===== src/rtl/ula_pkg.sv =====
// Shared types for the nibble-serial ALU: sequencer state encoding and default slice count.
package ula_pkg;

    localparam int N_NIB_DEF = 4;

    typedef enum logic [1:0] {
        IDLE,
        RUN,
        DONE
    } state_t;

endpackage


===== src/rtl/module_ula_74181.sv =====
// One 4-bit 74181-style ALU slice with active-high data and active-high carry (c=1 adds one).
// a_eq_b follows the classic part: it flags F == 4'hF, which means A == B under sel=0110, mode=0, c_in=0.
module module_ula_74181 (
    input  logic [3:0] a,
    input  logic [3:0] b,
    input  logic [3:0] sel,
    input  logic       mode,
    input  logic       c_in,
    output logic [3:0] f,
    output logic       c_out,
    output logic       a_eq_b
);

    logic [3:0] add_x;
    logic [3:0] add_y;
    logic [4:0] sum;
    logic [3:0] logic_f;

    // Every arithmetic function is expressed as add_x + add_y + c_in, so carry-out is bit 4 of the sum.
    always_comb begin
        add_x = a;
        add_y = 4'h0;
        unique case (sel)
            4'b0000: begin add_x = a;        add_y = 4'h0;    end
            4'b0001: begin add_x = a | b;    add_y = 4'h0;    end
            4'b0010: begin add_x = a | ~b;   add_y = 4'h0;    end
            4'b0011: begin add_x = 4'h0;     add_y = 4'hF;    end
            4'b0100: begin add_x = a;        add_y = a & ~b;  end
            4'b0101: begin add_x = a | b;    add_y = a & ~b;  end
            4'b0110: begin add_x = a;        add_y = ~b;      end
            4'b0111: begin add_x = a & ~b;   add_y = 4'hF;    end
            4'b1000: begin add_x = a;        add_y = a & b;   end
            4'b1001: begin add_x = a;        add_y = b;       end
            4'b1010: begin add_x = a | ~b;   add_y = a & b;   end
            4'b1011: begin add_x = a & b;    add_y = 4'hF;    end
            4'b1100: begin add_x = a;        add_y = a;       end
            4'b1101: begin add_x = a | b;    add_y = a;       end
            4'b1110: begin add_x = a | ~b;   add_y = a;       end
            default: begin add_x = a;        add_y = 4'hF;    end
        endcase
        sum = {1'b0, add_x} + {1'b0, add_y} + {4'b0000, c_in};
    end

    always_comb begin
        logic_f = 4'h0;
        unique case (sel)
            4'b0000: logic_f = ~a;
            4'b0001: logic_f = ~(a | b);
            4'b0010: logic_f = ~a & b;
            4'b0011: logic_f = 4'h0;
            4'b0100: logic_f = ~(a & b);
            4'b0101: logic_f = ~b;
            4'b0110: logic_f = a ^ b;
            4'b0111: logic_f = a & ~b;
            4'b1000: logic_f = ~a | b;
            4'b1001: logic_f = ~(a ^ b);
            4'b1010: logic_f = b;
            4'b1011: logic_f = a & b;
            4'b1100: logic_f = 4'hF;
            4'b1101: logic_f = a | ~b;
            4'b1110: logic_f = a | b;
            default: logic_f = a;
        endcase
    end

    assign f      = mode ? logic_f : sum[3:0];
    assign c_out  = sum[4];
    assign a_eq_b = (f == 4'hF);

endmodule


===== src/rtl/module_ula_seq16.sv =====
// Nibble-serial W-bit ALU: one 74181 slice is reused for N_NIB cycles, least-significant nibble first.
//  state | meaning
//  IDLE  | waiting for start; operands captured on start
//  RUN   | one nibble per cycle, carry and eq chained through registers
//  DONE  | one-cycle done pulse, outputs already updated
module module_ula_seq16
    import ula_pkg::*;
#(
    parameter int N_NIB = N_NIB_DEF
) (
    input  logic                 clk,
    input  logic                 rst,
    input  logic                 start,
    input  logic [4*N_NIB-1:0]   op_a,
    input  logic [4*N_NIB-1:0]   op_b,
    input  logic [3:0]           sel,
    input  logic                 mode,
    input  logic                 cin,
    output logic                 busy,
    output logic                 done,
    output logic [4*N_NIB-1:0]   result,
    output logic                 cout,
    output logic                 a_eq_b,
    output logic                 zero
);

    localparam int W  = 4 * N_NIB;
    localparam int IW = (N_NIB > 1) ? $clog2(N_NIB) : 1;

    state_t          state;
    state_t          state_nxt;
    logic [W-1:0]    a_reg;
    logic [W-1:0]    b_reg;
    logic [3:0]      sel_reg;
    logic            mode_reg;
    logic            carry;
    logic            eq_acc;
    logic [IW-1:0]   idx;
    logic [W-1:0]    acc;
    logic [W-1:0]    acc_nxt;
    logic            last;
    logic [3:0]      s_f;
    logic            s_cout;
    logic            s_eq;

    module_ula_74181 u_slice (
        .a      (a_reg[4*idx +: 4]),
        .b      (b_reg[4*idx +: 4]),
        .sel    (sel_reg),
        .mode   (mode_reg),
        .c_in   (carry),
        .f      (s_f),
        .c_out  (s_cout),
        .a_eq_b (s_eq)
    );

    assign last = (idx == IW'(N_NIB - 1));
    assign busy = (state == RUN);
    assign done = (state == DONE);

    always_comb begin
        acc_nxt = acc;
        acc_nxt[4*idx +: 4] = s_f;
    end

    always_comb begin
        state_nxt = state;
        unique case (state)
            IDLE:    if (start) state_nxt = RUN;
            RUN:     if (last)  state_nxt = DONE;
            DONE:    state_nxt = IDLE;
            default: state_nxt = IDLE;
        endcase
    end

    always_ff @(posedge clk) begin
        if (rst) state <= IDLE;
        else     state <= state_nxt;
    end

    // Partial nibbles collect in acc so the visible outputs only change on entry to DONE.
    always_ff @(posedge clk) begin
        if (rst) begin
            a_reg    <= '0;
            b_reg    <= '0;
            sel_reg  <= '0;
            mode_reg <= 1'b0;
            carry    <= 1'b0;
            eq_acc   <= 1'b0;
            idx      <= '0;
            acc      <= '0;
            result   <= '0;
            cout     <= 1'b0;
            a_eq_b   <= 1'b0;
            zero     <= 1'b0;
        end else begin
            unique case (state)
                IDLE: begin
                    if (start) begin
                        a_reg    <= op_a;
                        b_reg    <= op_b;
                        sel_reg  <= sel;
                        mode_reg <= mode;
                        carry    <= cin;
                        eq_acc   <= 1'b1;
                        idx      <= '0;
                        acc      <= '0;
                    end
                end
                RUN: begin
                    acc    <= acc_nxt;
                    carry  <= s_cout;
                    eq_acc <= eq_acc & s_eq;
                    if (last) begin
                        result <= acc_nxt;
                        cout   <= s_cout;
                        a_eq_b <= eq_acc & s_eq;
                        zero   <= (acc_nxt == '0);
                    end else begin
                        idx <= idx + 1'b1;
                    end
                end
                default: ;
            endcase
        end
    end

endmodule


===== config.mk =====
export PLATFORM = sky130hd
export DESIGN_NAME = module_ula_seq16
export DESIGN_NICKNAME = d
export VERILOG_FILES = /design/src/rtl/ula_pkg.sv /design/src/rtl/module_ula_74181.sv /design/src/rtl/module_ula_seq16.sv
export SDC_FILE = /design/constraint.sdc
export NUM_CORES = 1
export LEC_CHECK = 0
export ABC_AREA = 1
export CAP_MARGIN = 20
export CORE_UTILIZATION = 50
export DETAILED_ROUTE_END_ITERATION = 8
export HOLD_SLACK_MARGIN = 0.05
export PLACE_DENSITY_LB_ADDON = 0.1
export SETUP_SLACK_MARGIN = 0.02
export SLEW_MARGIN = 15
export SYNTH_ARGS = -nofsm -noshare
export SYNTH_HDL_FRONTEND = slang
export SYNTH_HIERARCHICAL = 1
export SYNTH_SLANG_ARGS = --single-unit
export TNS_END_PERCENT = 30

===== constraint.sdc =====
create_clock -name clk -period 3.7 [get_ports clk]
set_input_delay 1.11 -clock clk [delete_from_list [all_inputs] [get_ports clk]]
set_output_delay 1.11 -clock clk [all_outputs]
set_load 0.02 [all_outputs]

==> impl_metrics.json <==
{
  "outcome": "finished clean",
  "transition_time_at_the_pin_with_the_least_slew_margin_ns": 0.927,
  "post-dp-hpwl_um": 10100,
  "power.static_leakage_nw": 2.75,
  "cts_sinks": 78,
  "syn_area_per_cell_um2": 6.38,
  "synthCells": 733,
  "synth_seq_cells": 78,
  "coreArea_um2": 8890,
  "maximum_number_of_pins_on_one_net_before_global_route_repair": 46,
  "syn_area_um2": 4670,
  "clock-skew-final_ns": 0.0186,
  "critical_path.startpoint_type": "flip-flop",
  "final_layout_size_suffix_gt1_share_pct": 14.9,
  "worst_slew_margin_rel_pct": 38.0,
  "chipWidth_um": 98.7,
  "path_max_fanout": 4,
  "utilization_after_layout_pct": 68.4,
  "peak_vdd_ir_mv": 0.253,
  "criticalPathCategory": "reg -> reg",
  "unique_masters_post_synth": 31,
  "synth_largest_area_cell": "sky130_fd_sc_hd__dfxtp_1",
  "drv.max_cap_violation_count": 0,
  "ys_seq_area_share_pct": 33.4,
  "critical-path-top-delay-family": "simple AND/OR/NAND/NOR gates",
  "cts_inserted_buffers": 9,
  "fraction_of_synthesized_cell_area_taken_by_the_top_area_cell_type_pct": 33.4,
  "maxClockFrequency_mhz": 284,
  "global_route_wire_length_before_repair_um": 23300,
  "worstReg2RegStart": "idx[0]",
  "port-buffer-count": 61,
  "globalRouteTotalUtil_pct": 30.0,
  "r2r_depth": 22,
  "routed_via_count": 5152,
  "routability_congestion_estimate": 1.01,
  "finalSetupTns_ns": 0,
  "worstPathCellList": "clkinvlp_4 > buf_4 > nor2_1 > o22ai_2 > buf_4 > ha_1 > nand3_1 > nand2_1 > nor3_1 > a21oi_1 > ha_1 > a21oi_2 > or2_2 > nand3_1 > nand2_2 > nand3_1 > nor2_1 > nor2_2 > nand3_1 > nor2_1 > nand3_1 > a21oi_1",
  "worstHoldEndpoint": "acc[13]",
  "fp-row-count": 34,
  "slew_violations": 0,
  "critical_path.endpoint_type": "flip-flop",
  "design.die.area_um2": 9740,
  "routedWlPerCell_um": 14.9,
  "n_fill_cell": 791,
  "critical_path.slowest_cell": "sky130_fd_sc_hd__dfxtp_4",
  "htreeDepth": 3,
  "power_density_nw_per_um2": 395,
  "cp.arrival_ns": 3.82,
  "cp.buffers_inverters": 3,
  "hold_viol": 0,
  "routed_via_density": 5.46,
  "worstHoldPathType": "reg -> reg",
  "cts_tree": "done",
  "first_global_vias": 4885,
  "worst_ep_required_time_ns": 4.00,
  "synth_top_cells_by_area": "sky130_fd_sc_hd__dfxtp_1 33%, sky130_fd_sc_hd__nor2_1 12%, sky130_fd_sc_hd__nand2_1 12%, sky130_fd_sc_hd__o21ai_0 7.4%, sky130_fd_sc_hd__ha_1 6.7%",
  "hold_path_depth": 2,
  "layout.nets": 898,
  "ff2ff_setup_slack_ns": 0.18,
  "report.final.setup_viol": 0,
  "path_clk_slew_ns": 0.09,
  "number_of_drc_violations_after_detailed_routing": 0,
  "die_height_um": 98.7,
  "routed_wl_um": 14100,
  "max_stage_delay_ns": 0.40,
  "antenna_found_initial": 0,
  "initial_core_util_pct": 52.6,
  "fin_crit_ns": 3.52,
  "overflow": 0,
  "clock_path_buffers": 2,
  "sequential_cell_area_um2": 1570,
  "route.antenna.remaining_nets": 0,
  "period_share_pct": 95.1,
  "multiInputGateArea_um2": 2820,
  "num_antenna_cells": 0,
  "detail_route.iter0.violations": 292,
  "clk_root_buffer_cell": "sky130_fd_sc_hd__clkbuf_8",
  "final_design_area_no_fill_um2": 6080,
  "firstDrtPassIters": 5,
  "io_pins": 62,
  "reg2reg_to": "zero",
  "clkLatencyLatePin_ns": 0.36,
  "path_depth": 22,
  "cell_area_after_placement_um2": 5650,
  "hp-start": "acc[13]",
  "yosysWarnings": 6,
  "postSynthNetCount": 801,
  "postCtsHoldBufs": 0,
  "crit_path_frequent_cell": "sky130_fd_sc_hd__nand3_1",
  "area_growth_syn_to_layout_pct": 30.1
}
repair_timing:
item                                    4_1_cts  5_1_grt
hold endpoints to repair                      0        0
gates resized for setup                       4       55
endpoints found under the setup margin        1       26
buffers inserted                              1        5
gates cloned                                  0        1
pin swaps                                     0       15
routing by layer:
layer / track usage [%] / wire length (um) / vias up
met5: 0 / 0 / -
met2: 46.2 / 6130 / 214
li1: - / - / 2548
met4: 11.9 / 255 / 0
met3: 6.88 / 1010 / 25
met1: 40.8 / 6660 / 2365
area by class of cell:
type	count	share of cell area, %
Multi-Input combinational cell	542	46.5
Sequential cell	78	25.8
Timing Repair Buffer	112	16.5
Inverter	86	5.37
Tap cell	108	2.22
Clock buffer	11	2.16
Clock inverter	5	1.34
Timing Repair inverter	1	0.124
cells by family after synthesis:
group                      count (synthesis)  synth area share [%]
AOI/OAI and AO/OA                        141                  16.3
adders and majority gates                 27                  7.55
buffers and inverters                    113                  9.64
DFF                                       78                  33.4
and+or+nand+nor                          374                  33.1
power by group:
part / leakage (nW) / switching (mW) / internal (mW)
combinational: 2.01 / 0.454 / 0.317
clock: 0.104 / 0.331 / 0.382
sequential: 0.639 / 0.0329 / 0.881
through the flow:
stage | hold WS (ns) | worst slack, ns | total power, mW | cells
3_3_place_gp | 0.453 | 0.106 | 1.60 | 920
2_1_floorplan | 0.445 | 0.0319 | 1.35 | 733
4_1_cts | 0.469 | 0.0260 | 2.31 | 937
3_5_place_dp | 0.456 | -0.0205 | 1.61 | 920
5_1_grt | 0.491 | -0.0590 | 2.53 | 943
6_report | 0.470 | 0.181 | 2.40 | 943
placed cells by master (no fill, tap or decap), types with 5 or more instances in the layout:
cell and instances:
sky130_fd_sc_hd__ha_1 21, sky130_fd_sc_hd__a21oi_1 32, sky130_fd_sc_hd__nor2_2 7, sky130_fd_sc_hd__inv_2 12, sky130_fd_sc_hd__nand3_1 56, sky130_fd_sc_hd__inv_1 73
sky130_fd_sc_hd__o21ai_1 21, sky130_fd_sc_hd__o21ai_0 56, sky130_fd_sc_hd__nand2_1 143, sky130_fd_sc_hd__o22ai_2 8, sky130_fd_sc_hd__o21ai_2 5, sky130_fd_sc_hd__o22ai_1 5
sky130_fd_sc_hd__nor2_1 148, sky130_fd_sc_hd__clkbuf_8 9, sky130_fd_sc_hd__dfxtp_1 76, sky130_fd_sc_hd__clkdlybuf4s50_1 61, sky130_fd_sc_hd__buf_4 50
how the worst max path moves through the flow:
stage	startpoint	endpoint	slack, ns
global route	idx[0]	zero	-0.06
CTS	idx[0]	zero	0.03
finish	idx[0]	zero	0.18
detailed placement	idx[0]	zero	-0.02
global placement	idx[0]	zero	0.11
floorplan	idx[0]	zero	0.03
tightest hold or removal path: cells and delay by family (launching register included):
| kind | cells | cell delay (ns) |
|---|---|---|
| DFF | 1 | 0.32 |
| AOI/OAI and AO/OA | 1 | 0.05 |
| and+or+nand+nor | 1 | 0.06 |
Yosys cell counts:
cell type,count
sky130_fd_sc_hd__ha_1,25
sky130_fd_sc_hd__a21oi_1,34
sky130_fd_sc_hd__o221ai_1,1
sky130_fd_sc_hd__nor2_8,1
sky130_fd_sc_hd__or2_2,3
sky130_fd_sc_hd__a221oi_1,1
sky130_fd_sc_hd__a21oi_2,1
sky130_fd_sc_hd__o21ai_1,13
sky130_fd_sc_hd__nand2_1,145
sky130_fd_sc_hd__o21bai_1,1
sky130_fd_sc_hd__nor2_2,3
sky130_fd_sc_hd__clkbuf_1,11
sky130_fd_sc_hd__dfxtp_1,78
sky130_fd_sc_hd__inv_2,4
sky130_fd_sc_hd__a31oi_1,2
sky130_fd_sc_hd__fa_1,2
sky130_fd_sc_hd__or2_1,1
sky130_fd_sc_hd__buf_1,3
sky130_fd_sc_hd__nor2_4,1
sky130_fd_sc_hd__inv_1,82
sky130_fd_sc_hd__nand3_1,57
sky130_fd_sc_hd__buf_4,4
sky130_fd_sc_hd__o22ai_1,13
sky130_fd_sc_hd__nor2_1,152
sky130_fd_sc_hd__a2bb2oi_1,3
sky130_fd_sc_hd__o2111ai_1,3
sky130_fd_sc_hd__nor3_1,6
sky130_fd_sc_hd__o21ai_0,69
sky130_fd_sc_hd__buf_2,9
sky130_fd_sc_hd__nand3b_1,3
sky130_fd_sc_hd__nand3_2,2
Note: power is estimated with default switching activity, not from simulation.
